$ cat src/rtl/mm_bus_pkg.sv
// mm_bus_pkg -- shared definitions for the mm_bus interconnect.
//   arb_state_e   : grant register state (IDLE / OWN)
//   DEF_SLV_BASE  : default packed slave base addresses (slave 0 in the low slice)
//   DEF_SLV_SIZE  : default packed slave window sizes
//   idx_w()       : width of an index into n items (never below 1 bit)
package mm_bus_pkg;

  typedef enum logic {
    ST_IDLE = 1'b0,
    ST_OWN  = 1'b1
  } arb_state_e;

  localparam logic [31:0] DEF_SLV_BASE = {16'h7000, 16'h0000};
  localparam logic [31:0] DEF_SLV_SIZE = {16'h0200, 16'h0800};

  function automatic int idx_w(input int n);
    return (n > 1) ? $clog2(n) : 1;
  endfunction

endpackage

$ cat src/rtl/mm_bus_arbiter.sv
// mm_bus_arbiter -- grant register for the mm_bus shared bus.
// Holds IDLE or OWN(k). An owner keeps the bus while its request stays high;
// when it drops, the next winner is taken on the same edge (no idle bubble).
// Winner selection:
//   MM_BUS_RR_ARB_EN defined   : round robin, search upward from pointer+1 mod NM
//   MM_BUS_RR_ARB_EN undefined : fixed priority, lowest index wins
// Ports:
//   clk, reset_n : clock, asynchronous active-low reset
//   m_req        : per-master request
//   m_grant      : registered one-hot-or-zero grant
//   own_vld      : a master currently owns the bus
//   own_idx      : index of the owning master (valid with own_vld)
module mm_bus_arbiter
  import mm_bus_pkg::*;
#(
  parameter  int NM = 2,
  localparam int IW = idx_w(NM)
) (
  input  logic          clk,
  input  logic          reset_n,
  input  logic [NM-1:0] m_req,
  output logic [NM-1:0] m_grant,
  output logic          own_vld,
  output logic [IW-1:0] own_idx
);

  arb_state_e    state_q;
  logic [IW-1:0] own_q;
  logic [NM-1:0] grant_q;
  logic          win_vld;
  logic [IW-1:0] win_idx;
  logic          need_arb;

`ifdef MM_BUS_RR_ARB_EN
  logic [IW-1:0] ptr_q;

  // Rank each requester by its distance past the pointer; nearest wins.
  always_comb begin
    int best;
    int dist;
    best    = NM;
    dist    = 0;
    win_vld = 1'b0;
    win_idx = '0;
    for (int i = 0; i < NM; i++) begin
      dist = (i + NM - 1 - int'(ptr_q)) % NM;
      if (m_req[i] && dist < best) begin
        best    = dist;
        win_vld = 1'b1;
        win_idx = IW'(i);
      end
    end
  end
`else
  always_comb begin
    win_vld = 1'b0;
    win_idx = '0;
    for (int i = NM - 1; i >= 0; i--) begin
      if (m_req[i]) begin
        win_vld = 1'b1;
        win_idx = IW'(i);
      end
    end
  end
`endif

  // Re-arbitrate only from IDLE or when the owner has let go.
  assign need_arb = (state_q == ST_IDLE) || !m_req[own_q];

  always_ff @(posedge clk or negedge reset_n) begin
    if (!reset_n) begin
      state_q <= ST_IDLE;
      own_q   <= '0;
      grant_q <= '0;
`ifdef MM_BUS_RR_ARB_EN
      ptr_q   <= IW'(NM - 1);
`endif
    end else if (need_arb) begin
      if (win_vld) begin
        state_q <= ST_OWN;
        own_q   <= win_idx;
        grant_q <= NM'(1) << win_idx;
`ifdef MM_BUS_RR_ARB_EN
        ptr_q   <= win_idx;
`endif
      end else begin
        state_q <= ST_IDLE;
        own_q   <= '0;
        grant_q <= '0;
      end
    end
  end

  assign m_grant = grant_q;
  assign own_vld = (state_q == ST_OWN);
  assign own_idx = own_q;

endmodule

$ cat src/rtl/mm_bus.sv
// mm_bus -- single-clock shared bus: NM masters, NS memory-mapped slaves.
// The arbiter (mm_bus_arbiter) picks an owner; this module forwards the
// owner's address/strobe/data, decodes the address to a slave select, and
// returns the selected slave's read data one cycle later.
// Optional feature: MM_BUS_RR_ARB_EN selects round-robin arbitration
// (default build: fixed priority).
// Ports:
//   clk, reset_n            : clock, asynchronous active-low reset
//   m_req, m_wr             : per-master request / write strobe
//   m_addr, m_dout          : packed per-master address / write data
//   m_grant                 : one-hot-or-zero grant
//   m_din                   : read data broadcast to all masters
//   bus_err                 : decode error, one cycle after an unmapped access
//   s_sel                   : one-hot-or-zero slave select
//   s_addr, s_wr, s_din     : forwarded owner address / strobe / write data
//   s_dout                  : packed per-slave read data
module mm_bus
  import mm_bus_pkg::*;
#(
  parameter int                 NM       = 2,
  parameter int                 NS       = 2,
  parameter int                 AW       = 16,
  parameter int                 DW       = 64,
  parameter logic [NS*AW-1:0]   SLV_BASE = DEF_SLV_BASE,
  parameter logic [NS*AW-1:0]   SLV_SIZE = DEF_SLV_SIZE
) (
  input  logic             clk,
  input  logic             reset_n,
  input  logic [NM-1:0]    m_req,
  input  logic [NM-1:0]    m_wr,
  input  logic [NM*AW-1:0] m_addr,
  input  logic [NM*DW-1:0] m_dout,
  output logic [NM-1:0]    m_grant,
  output logic [DW-1:0]    m_din,
  output logic             bus_err,
  output logic [NS-1:0]    s_sel,
  output logic [AW-1:0]    s_addr,
  output logic             s_wr,
  output logic [DW-1:0]    s_din,
  input  logic [NS*DW-1:0] s_dout
);

  localparam int IW = idx_w(NM);

  logic          own_vld;
  logic [IW-1:0] own_idx;
  logic          own_req;
  logic [NS-1:0] hit;
  logic [NS-1:0] hit_sel;
  logic [NS-1:0] sel_d, sel_q;
  logic          err_d, err_q;

  mm_bus_arbiter #(.NM(NM)) u_arb (
    .clk     (clk),
    .reset_n (reset_n),
    .m_req   (m_req),
    .m_grant (m_grant),
    .own_vld (own_vld),
    .own_idx (own_idx)
  );

  // Owner forwarding; everything reads zero while IDLE.
  always_comb begin
    s_addr  = '0;
    s_wr    = 1'b0;
    s_din   = '0;
    own_req = 1'b0;
    for (int k = 0; k < NM; k++) begin
      if (own_vld && own_idx == IW'(k)) begin
        s_addr  = m_addr[k*AW +: AW];
        s_wr    = m_wr[k];
        s_din   = m_dout[k*DW +: DW];
        own_req = m_req[k];
      end
    end
  end

  // Window compare one bit wider than the address so base+size cannot wrap.
  for (genvar i = 0; i < NS; i++) begin : g_dec
    logic [AW:0] lo, hi;
    assign lo     = {1'b0, SLV_BASE[i*AW +: AW]};
    assign hi     = lo + {1'b0, SLV_SIZE[i*AW +: AW]};
    assign hit[i] = ({1'b0, s_addr} >= lo) && ({1'b0, s_addr} < hi);
  end

  // Overlapping windows resolve to the lowest slave index.
  always_comb begin
    hit_sel = '0;
    for (int i = NS - 1; i >= 0; i--) begin
      if (hit[i]) hit_sel = NS'(1) << i;
    end
  end

  assign sel_d = (own_vld && own_req) ? hit_sel : '0;
  assign err_d = own_vld && own_req && (hit == '0);
  assign s_sel = sel_d;

  always_ff @(posedge clk or negedge reset_n) begin
    if (!reset_n) begin
      sel_q <= '0;
      err_q <= 1'b0;
    end else begin
      sel_q <= sel_d;
      err_q <= err_d;
    end
  end

  // Read return path: slave chosen on the previous edge.
  always_comb begin
    m_din = '0;
    for (int i = 0; i < NS; i++) begin
      if (sel_q[i]) m_din = s_dout[i*DW +: DW];
    end
  end

  assign bus_err = err_q;

endmodule

$ cat config.mk
export PLATFORM = sky130hd
export DESIGN_NAME = mm_bus
export DESIGN_NICKNAME = d
export VERILOG_FILES = /design/src/rtl/mm_bus_pkg.sv /design/src/rtl/mm_bus_arbiter.sv /design/src/rtl/mm_bus.sv
export SDC_FILE = /design/constraint.sdc
export NUM_CORES = 1
export LEC_CHECK = 0
export CAP_MARGIN = 0
export CORE_AREA = 2 2 174 176
export CTS_CLUSTER_SIZE = 20
export DETAILED_ROUTE_END_ITERATION = 10
export DIE_AREA = 0 0 176 178
export GPL_TIMING_DRIVEN = 0
export SLEW_MARGIN = 0
export SYNTH_ARGS = -nofsm -noshare
export SYNTH_HDL_FRONTEND = slang
export SYNTH_SLANG_ARGS = --single-unit
$ cat constraint.sdc
create_clock -name clk -period 1.7 [get_ports clk]
set_input_delay 0.34 -clock clk [delete_from_list [all_inputs] [get_ports clk]]
set_output_delay 0.34 -clock clk [all_outputs]
set_load 0.005 [all_outputs]
==> impl_metrics.py <==
metrics = {
    "pwr": {
        "swShare_pct": 29.30,
        "pwr-share-clk_pct": 16.7,
        "netSwitchingPower_mw": 0.7015,
        "fin_total_pwr_mw": 2.394,
        "pwr-share-comb_pct": 76.5,
        "p_int_mw": 1.693,
        "power_leakage_nw": 3.475,
        "vdd_drop_max_mv": 0.1977,
        "power_density_nw_per_um2": 301.3,
        "pwr-share-seq_pct": 6.9,
    },
    "logic_synthesis": {
        "ys_dominant_reg_cell": "dfrtp_1",
        "synthMuxAreaShare_pct": 34.28,
        "synthSimpleGateAreaFrac_pct": 25.94,
        "async_flop_share_pct": 100.0,
        "synth_xor_xnor_area_share_pct": 0,
        "yosysWarnings": 0,
        "ys_seq_area_share_pct": 6.339,
        "synth_cells": 298,
        "syn_area_per_cell_um2": 7.948,
        "synth-edff-count": 0,
        "synth-seq-cells": 6,
        "synth_top_family_by_area": "multiplexers",
        "synth_compound_area_share_pct": 26.62,
        "synthesis.area_um2": 2369,
        "synthAdderAreaFrac_pct": 0,
        "synthDistinctLibCells": 25,
        "postSynthNetCount": 592,
    },
    "route": {
        "drt-met1-wl_mm": 7.232,
        "vias": 4354,
        "drc": 0,
        "dr_wl_met3_mm": 1.616,
        "drt_pass1_iterations": 4,
        "top_layer_used": "met4",
        "ant_nets": 0,
        "met2_length_mm": 10.65,
        "routed_wl_mm": 19.69,
        "route.detailed.wl_per_inst_um": 16.43,
        "vias_per_cell": 3.634,
        "drt-initial-drc-count": 74,
    },
    "finish": {
        "layout-drive-gt1-share_pct": 32.67,
        "insertedDiodeCount": 0,
        "nets": 1104,
        "fin_area_um2": 7946,
        "fill_cells": 3166,
        "area_growth_syn_to_layout_pct": 235.5,
    },
    "cts": {
        "clkTransAtPathRegs_ns": 0.04,
        "cts-buffers-inserted": 3,
        "root_buffer": "clkbuf_16",
        "cts_sinks": 6,
        "htreeDepth": 1,
        "clk_latency_ns": 0.23,
        "cts_tree": "built",
        "postCtsHoldBufs": 0,
        "clock_path_buffers": 2,
    },
    "sta": {
        "setup_viol": 143,
        "hold_viol": 0,
        "finalCriticalPeriod_ns": 2.249,
        "drv_slew": 0,
        "tightest_slew_ns": 0.4938,
        "rsz0062_at_grt": "yes",
        "fmax_mhz": 444.7,
        "finClkSkew_ns": 0.001864,
        "tns_ns": -33.58,
        "setup_ws_ns": -0.5488,
        "slew_headroom_pct": 66.98,
        "fin_crit_sh_pct": 132.3,
    },
    "run_status": {
        "status": "finished, violations left",
        "violations": "negative setup slack",
    },
    "hold_path": {
        "hold_path_class": "in -> async",
    },
    "worst_setup_path": {
        "max_stage_delay_ns": 0.36,
        "crit_type": "reg -> out",
        "endpoint_kind": "output pin",
        "cp_cell_sequence": "buf_6, buf_8, or3b_1, o311a_4, buf_4, a211oi_2, buf_4",
        "cp_common_cell": "buf_4",
        "cp_slowest_cell": "dfrtp_1",
        "arrival_ns": 1.91,
        "crit_required_ns": 1.36,
        "crit_path_start_kind": "flip-flop",
        "crit_family": "buffers and inverters",
        "crit_buf_inv": 4,
        "path_max_fanout": 5,
    },
    "grt": {
        "grt.overflow.total": 0,
        "grt_first_pass_wirelength_mm": 26.46,
        "grt.total_usage_pct": 11.14,
        "antenna_found_initial": 0,
        "grt_max_degree": 11,
        "first_global_vias": 4514,
    },
    "flow_run": {
        "maxCapViolations": 0,
    },
    "die": {
        "num_rows": 63,
        "die-area_um2": 31330,
        "start_util_pct": 8.056,
        "design.core.area_um2": 29400,
        "die_h_um": 178,
        "ios": 444,
        "die_w_um": 176,
    },
    "placement": {
        "globalplace.congestion": 0.7709,
        "place_ws_ns": -1.325,
        "io_buffers": 443,
        "dpl_cell_area_um2": 7291,
        "hpwl_mm": 15.67,
    },
}
## cells in the mapped netlist, types with 3 or more instances
cell type  number  share of area [%]
nor2_1          3               0.48
nor2b_1        82                 22
nand2_1         8                1.3
a22o_1         63                 23
mux2i_1        80                 34
o21ai_0         4               0.85
dfrtp_1         6                6.3
clkbuf_1       20                3.2
buf_4           6                1.9
buf_2           6                1.3
## power groups by stage
stage | clock network, mW | registers (mW) | logic (mW)
3_3_place_gp | 0 | 0.168 | 1.68
5_1_grt | 0.430 | 0.166 | 1.95
6_report | 0.399 | 0.165 | 1.83
3_5_place_dp | 0 | 0.168 | 1.69
4_1_cts | 0.427 | 0.166 | 1.81
2_1_floorplan | 0 | 0.160 | 0.446
## cells in the final DEF, fill, tap and decap left out, types with 2 or more instances in the layout
master | Yosys | routed
mux2i_2 | 0 | 5
buf_6 | 0 | 38
o21ai_0 | 4 | 2
mux2i_1 | 80 | 71
dfrtp_1 | 6 | 3
nor2_1 | 3 | 3
buf_16 | 0 | 2
buf_12 | 0 | 9
clkbuf_8 | 0 | 3
nor4b_4 | 0 | 2
clkbuf_4 | 0 | 2
nor2b_1 | 82 | 80
dfrtp_2 | 0 | 3
a22o_1 | 63 | 62
clkdlybuf4s50_1 | 0 | 304
clkbuf_2 | 0 | 9
mux2i_4 | 0 | 4
clkbuf_16 | 0 | 10
buf_4 | 6 | 20
buf_2 | 6 | 130
buf_8 | 0 | 13
nand2_1 | 8 | 6
## stage by stage
step,std cells,hold WS [ns],util [%]
4_1_cts,1193,0.4806,26.91
2_1_floorplan,298,0.04441,-
3_5_place_dp,1131,0.5880,24.80
5_1_grt,1198,0.4823,27.03
3_3_place_gp,1131,0.5609,24.80
6_report,1198,0.4458,27.03
## final timing paths
| kind | from | endpoint | slack [ns] | cells after the start |
|---|---|---|---|---|
| max in group asynchronous | reset_n | u_arb.own_vld | 0.89 | 1 |
| min in group clk | u_arb.m_grant[0] | u_arb.m_grant[0] | 0.59 | 2 |
| worst max-delay path | u_arb.own_idx | s_sel[0] | -0.55 | 7 |
| worst max register to register | u_arb.own_idx | sel_q[1] | 0.06 | 6 |
| worst min register to register | u_arb.m_grant[0] | u_arb.m_grant[0] | 0.59 | 2 |
| worst min-delay path | reset_n | sel_q[1] | 0.45 | 1 |
## worst register-to-register path, cell delays in order, from the launching register on
cell and delay (ns):
dfrtp_1 0.36, buf_6 0.15, buf_8 0.13, or3b_1 0.37, o311a_4 0.16, nor4b_4 0.22, buf_4 0.18
## state kept, by name, summed over array words and instances, names as in the netlist
name / count
bus_err: 1
sel_q: 2
u_arb.own_vld: 1
u_arb.own_idx: 1
u_arb.m_grant: 1
## cell families (layout without fill, tap and decap cells)
kind of cell	Yosys count	count (layout)
multiplexers	81	81
AND/OR/NAND/NOR	101	101
buffers and inverters	35	545
AO/OA/AOI/OAI	75	75
flip-flops	6	6
## final cells by class
cell class | count | area, um^2 | share of cell area (%)
inverters | 1 | 3.754 | 0.04724
well taps | 390 | 488.0 | 6.141
clock buffers | 3 | 75.07 | 0.9447
repair buffers | 514 | 4677 | 58.86
multi-input cells | 257 | 2211 | 27.82
plain buffers | 27 | 337.8 | 4.251
flip-flops and latches | 6 | 153.9 | 1.937
## routing by layer
| metal | vias to the layer above | GRT usage (%) |
|---|---|---|
| met5 | - | 0 |
| met4 | 0 | 1.343 |
| met3 | 9 | 2.600 |
| met2 | 258 | 22.51 |
| met1 | 1964 | 11.95 |
| li1 | 2123 | - |
## timing repair
item | 4_1_cts | 5_1_grt
gates cloned | 10 | 4
gates resized for setup | 617 | 133
hold endpoints to repair | 0 | 0
pin swaps | 13 | 17
endpoints found under the setup margin | 150 | 150
buffers inserted | 49 | 23
(Power assumes the default switching activity.)
